--- config.mk ---
export PLATFORM = sky130hd
export DESIGN_NAME = dmem_dump_arbiter
export DESIGN_NICKNAME = d
export VERILOG_FILES = /design/src/rtl/dmem_dump_arbiter.sv
export SDC_FILE = /design/constraint.sdc
export NUM_CORES = 1
export LEC_CHECK = 0
export ABC_AREA = 1
export ABC_CLOCK_PERIOD_IN_PS = 5000
export BUFFER_PORTS_ARGS = -buffer_cell sky130_fd_sc_hd__buf_2
export CAP_MARGIN = 15
export CORE_ASPECT_RATIO = 0.6
export CORE_MARGIN = 2
export CORE_UTILIZATION = 40
export CTS_BUF_LIST = sky130_fd_sc_hd__clkbuf_4
export CTS_CLUSTER_DIAMETER = 40
export CTS_CLUSTER_SIZE = 20
export DETAILED_ROUTE_END_ITERATION = 12
export PLACE_DENSITY = 0.76
export RECOVER_POWER = 50
export SYNTH_ARGS = -nofsm -noshare
export SYNTH_HDL_FRONTEND = slang
export SYNTH_SLANG_ARGS = --single-unit
export TNS_END_PERCENT = 20
--- constraint.sdc ---
create_clock -name clk -period 5 [get_ports clk]
set_input_delay 0.75 -clock clk [delete_from_list [all_inputs] [get_ports clk]]
set_output_delay 0.75 -clock clk [all_outputs]
set_load 0.05 [all_outputs]
--- src/rtl/dmem_dump_arbiter.sv ---
// rtl/dmem_dump_arbiter.sv - data-memory arbiter between the MEM stage and the debug dump engine
module dmem_dump_arbiter #(
  parameter int NB_DATA = 32,
  parameter int NB_ADDR = 8
) (
  input  logic               clk,
  input  logic               i_rst,
  // MEM-stage side
  input  logic               i_pipe_we,
  input  logic [NB_ADDR-1:0] i_pipe_addr,
  input  logic [NB_DATA-1:0] i_pipe_wdata,
  output logic [NB_DATA-1:0] o_pipe_rdata,
  output logic               o_pipe_stall,
  // debug unit side
  input  logic               i_dbg_start,
  input  logic [NB_ADDR-1:0] i_dbg_base,
  input  logic [NB_ADDR-1:0] i_dbg_count,
  output logic [NB_DATA-1:0] o_dbg_data,
  output logic               o_dbg_valid,
  input  logic               i_dbg_ready,
  output logic               o_dbg_last,
  output logic               o_dbg_busy,
  output logic               o_dbg_done,
  // data-memory RAM side
  output logic               o_mem_we,
  output logic [NB_ADDR-1:0] o_mem_addr,
  output logic [NB_DATA-1:0] o_mem_wdata,
  input  logic [NB_DATA-1:0] i_mem_rdata
);

  typedef enum logic [1:0] {
    ST_IDLE    = 2'd0,
    ST_LOAD    = 2'd1,
    ST_PRESENT = 2'd2,
    ST_DONE    = 2'd3
  } state_t;

  // A count of zero requests the whole memory, which needs one extra bit.
  localparam logic [NB_ADDR:0] REM_FULL = (NB_ADDR+1)'(1) << NB_ADDR;
  localparam logic [NB_ADDR:0] REM_ONE  = (NB_ADDR+1)'(1);

  state_t             r_state;
  state_t             w_state_next;
  logic [NB_ADDR-1:0] r_ptr;
  logic [NB_ADDR-1:0] w_ptr_next;
  logic [NB_ADDR:0]   r_rem;
  logic [NB_ADDR:0]   w_rem_next;
  logic [NB_DATA-1:0] r_dbg_data;
  logic [NB_DATA-1:0] w_dbg_data_next;
  logic               r_dbg_valid;
  logic               w_dbg_valid_next;

  logic               w_idle;
  logic               w_rem_one;
  logic               w_handshake;

  assign w_idle      = (r_state == ST_IDLE);
  assign w_rem_one   = (r_rem == REM_ONE);
  assign w_handshake = r_dbg_valid & i_dbg_ready;

  // State and dump datapath registers; reset drops everything back to IDLE at once.
  always_ff @(posedge clk or posedge i_rst) begin
    if (i_rst) begin
      r_state     <= ST_IDLE;
      r_ptr       <= '0;
      r_rem       <= '0;
      r_dbg_data  <= '0;
      r_dbg_valid <= 1'b0;
    end else begin
      r_state     <= w_state_next;
      r_ptr       <= w_ptr_next;
      r_rem       <= w_rem_next;
      r_dbg_data  <= w_dbg_data_next;
      r_dbg_valid <= w_dbg_valid_next;
    end
  end

  // Next-state and next-datapath decode: one word is captured in LOAD and
  // held in PRESENT until the debug unit takes it.
  always_comb begin
    w_state_next     = r_state;
    w_ptr_next       = r_ptr;
    w_rem_next       = r_rem;
    w_dbg_data_next  = r_dbg_data;
    w_dbg_valid_next = r_dbg_valid;
    case (r_state)
      ST_IDLE: begin
        if (i_dbg_start) begin
          w_ptr_next   = i_dbg_base;
          w_rem_next   = (i_dbg_count == '0) ? REM_FULL : {1'b0, i_dbg_count};
          w_state_next = ST_LOAD;
        end
      end
      ST_LOAD: begin
        w_dbg_data_next  = i_mem_rdata;
        w_dbg_valid_next = 1'b1;
        w_state_next     = ST_PRESENT;
      end
      ST_PRESENT: begin
        if (w_handshake) begin
          w_dbg_valid_next = 1'b0;
          if (w_rem_one) begin
            w_state_next = ST_DONE;
          end else begin
            w_ptr_next   = r_ptr + 1'b1;
            w_rem_next   = r_rem - REM_ONE;
            w_state_next = ST_LOAD;
          end
        end
      end
      ST_DONE: begin
        w_state_next = ST_IDLE;
      end
      default: begin
        w_state_next = ST_IDLE;
      end
    endcase
  end

  // Memory mux: the pipeline owns the RAM only in IDLE; stores are gated otherwise
  // and also while reset is held.
  always_comb begin
    o_mem_addr  = w_idle ? i_pipe_addr : r_ptr;
    o_mem_wdata = i_pipe_wdata;
    o_mem_we    = w_idle & i_pipe_we & ~i_rst;
  end

  // Status outputs decoded from registered state only.
  always_comb begin
    o_pipe_rdata = i_mem_rdata;
    o_pipe_stall = ~w_idle;
    o_dbg_busy   = ~w_idle;
    o_dbg_done   = (r_state == ST_DONE);
    o_dbg_data   = r_dbg_data;
    o_dbg_valid  = r_dbg_valid;
    o_dbg_last   = r_dbg_valid & w_rem_one;
  end

endmodule
==> reports/summary.txt <==
Grt ovf: 0
Warnings, synthesis: 0
First drt pass iteration count: 4
Via Count: 2816
Storage cell area: 0.00130 sq mm
Synth cell types: 24
Worst vdd ir: 0.000299 V
Drt via density: 4.51
GRT Util Overall: 0.168
Crit. End Element: asynchronous set/reset pin
Slew @ Worst Pin: 2.86 ns
CTS tree: built
Hold buffers post-CTS: 0
Layout filler cell count: 840
Clk slew on worst S/H paths: 0.14 ns
Synth top area share: 0.402
CP Class: in2async
Worst skew pair latency: 0.37 ns
Slew Viols, Final: 53
Drt drc: 0
MaxCap Viol Count: 1
Drt total wl: 7480 um
Gp weighted congestion: 0.852
Most frequent cells in the layout: 185 x nand2_1, 117 x buf_2, 52 x dfrtp_1, 35 x inv_1, 24 x nor2_1
RSZ-0062 raised after global routing: no
DIE HEIGHT: 73.7 um
Largest net degree at the start of global routing: 53
Core area: 0.00785 sq mm
Port bufs: 138
Setup TNS: 0 ns
Hold/Removal Path Class: reg2reg
Syn Nets: 540
Sequential share of the synthesized area: 0.402
Crit Path Max Fanout: 52
Final period util: 0.623
CP Data Arrival Time: 3.00 ns
Asr flop ratio synth: 1.00
Io pins: 203
Post-cts resize count: 0
Post-route minimum period: 3.11 ns
Outcome: finished, violations left
Layout cells sized above 1: 0.287
Top cells by area, synth: dfrtp_1 40%, nand2_1 21%, buf_4 15%
Root Buffer: clkbuf_4
Worst setup SP type: input pin
Synth Flop Type: dfrtp_1
Cell count after synthesis: 444
Pwr/cell area: 772 mW/mm^2
Nets: 610
Clock sink count: 52
Hold Violations, Final: 0
DRT iter0 DRCs: 161
Overall power: 2.72 mW
CP Data Required Time: 4.89 ns
Die ar.: 0.00885 sq mm
Area grow syn2layout: 9.01%
Detail Route Antenna Nets: 0
Inserted Clock Buffers: 5
Vias in the first global route: 2497
Leak: 2.04 nW
Initial antenna violation count: 1
Postcts setup bufs: 0
Area of the multi-input gates: 0.00121 sq mm
Die width: 120 um
Syn avg cell area: 7.29 sq um
Num rows: 25
Final setup vio count: 0
Wire length per cell: 12.0 um
Largest area contributor in the netlist: dfrtp_1
Violated checks: capacitance limit, slew limit
Clock Skews: 0.0131 ns
Post-synth EDFFs: 0
Max Buffers Root-to-Sink: 2
Synthesized flop and latch total: 52
First-pass GRT wire length: 11800 um
FMAX: 321 MHz
Mapped cell area: 0.00324 sq mm
Slew margin rel.: -0.905
H-Tree Depth: 2
Starting Density: 0.412
HPWL Detailed: 5620 um
Most common cell after layout, fill and taps aside: nand2_1
routing by layer:
metal / global-route usage / wire length (um) / up-vias
met5: 0 / 0 / -
met4: 0.0261 / 61 / 0
met3: 0.0481 / 487 / 10
met2: 0.267 / 3360 / 96
met1: 0.235 / 3570 / 1275
li1: - / - / 1435
Yosys cell counts, types with 3 or more instances:
cell type  number
buf_2           3
buf_4          66
clkbuf_1        7
dfrtp_1        52
ha_1            3
inv_1          35
nand2_1       185
nand2_2         6
nand3_1        18
nand4_1         3
nor2_1         24
o21ai_0        18
o21ai_2        10
area by class of cell:
cell class              count  share of cell area
flip-flops and latches     52               0.369
multi-input cells         277               0.344
repair buffers            141               0.193
inverters                  37              0.0408
well taps                 108              0.0383
clock buffers               5              0.0106
clock inverters             3             0.00390
diodes                      1            0.000709
metrics by stage:
step	worst slack, ns	utilization	hold slack [ns]	area (sq um)	cells
2_1_floorplan	1.59	-	0.464	3240	444
3_3_place_gp	2.85	0.447	0.449	3510	615
3_5_place_dp	2.81	0.447	0.453	3510	615
4_1_cts	2.34	0.454	0.488	3560	623
5_1_grt	1.29	0.449	0.506	3530	624
6_report	1.89	0.449	0.488	3530	624
worst max-delay path: stages:
cell      delay [ns]
buf_2           0.10
inv_1           0.09
clkbuf_1        2.04
report_power, final:
group,switching (mW),internal [mW],total [mW]
combinational,1.38,0.386,1.77
sequential,0.137,0.630,0.767
clock,0.134,0.0521,0.186
total,1.65,1.07,2.72
sequential cells by signal (all words and copies together), names as in the netlist:
name         flops
r_ptr            8
r_state          2
r_rem            9
o_dbg_data      32
o_dbg_valid      1
cells by family after synthesis:
family / count (synthesis) / share of synthesized area
simple gates: 242 / 0.302
buf+inv: 115 / 0.223
flops: 52 / 0.402
compound gates: 32 / 0.0615
fa+ha+maj: 3 / 0.0116
worst paths after layout:
kind | to | startpoint | depth (start not counted) | slack, ns
worst max register to register | r_rem[6] | r_state[1] | 10 | 2.62
min in group asynchronous | r_state[1] | i_rst | 3 | 1.52
worst min register to register | o_dbg_data[21] | o_dbg_data[21] | 2 | 0.49
worst min-delay path | o_dbg_data[21] | o_dbg_data[21] | 2 | 0.49
max in group clk | o_mem_we | r_state[1] | 4 | 2.35
worst max-delay path | o_dbg_data[3] | i_rst | 3 | 1.89
Note: power is estimated with default switching activity, not from simulation.
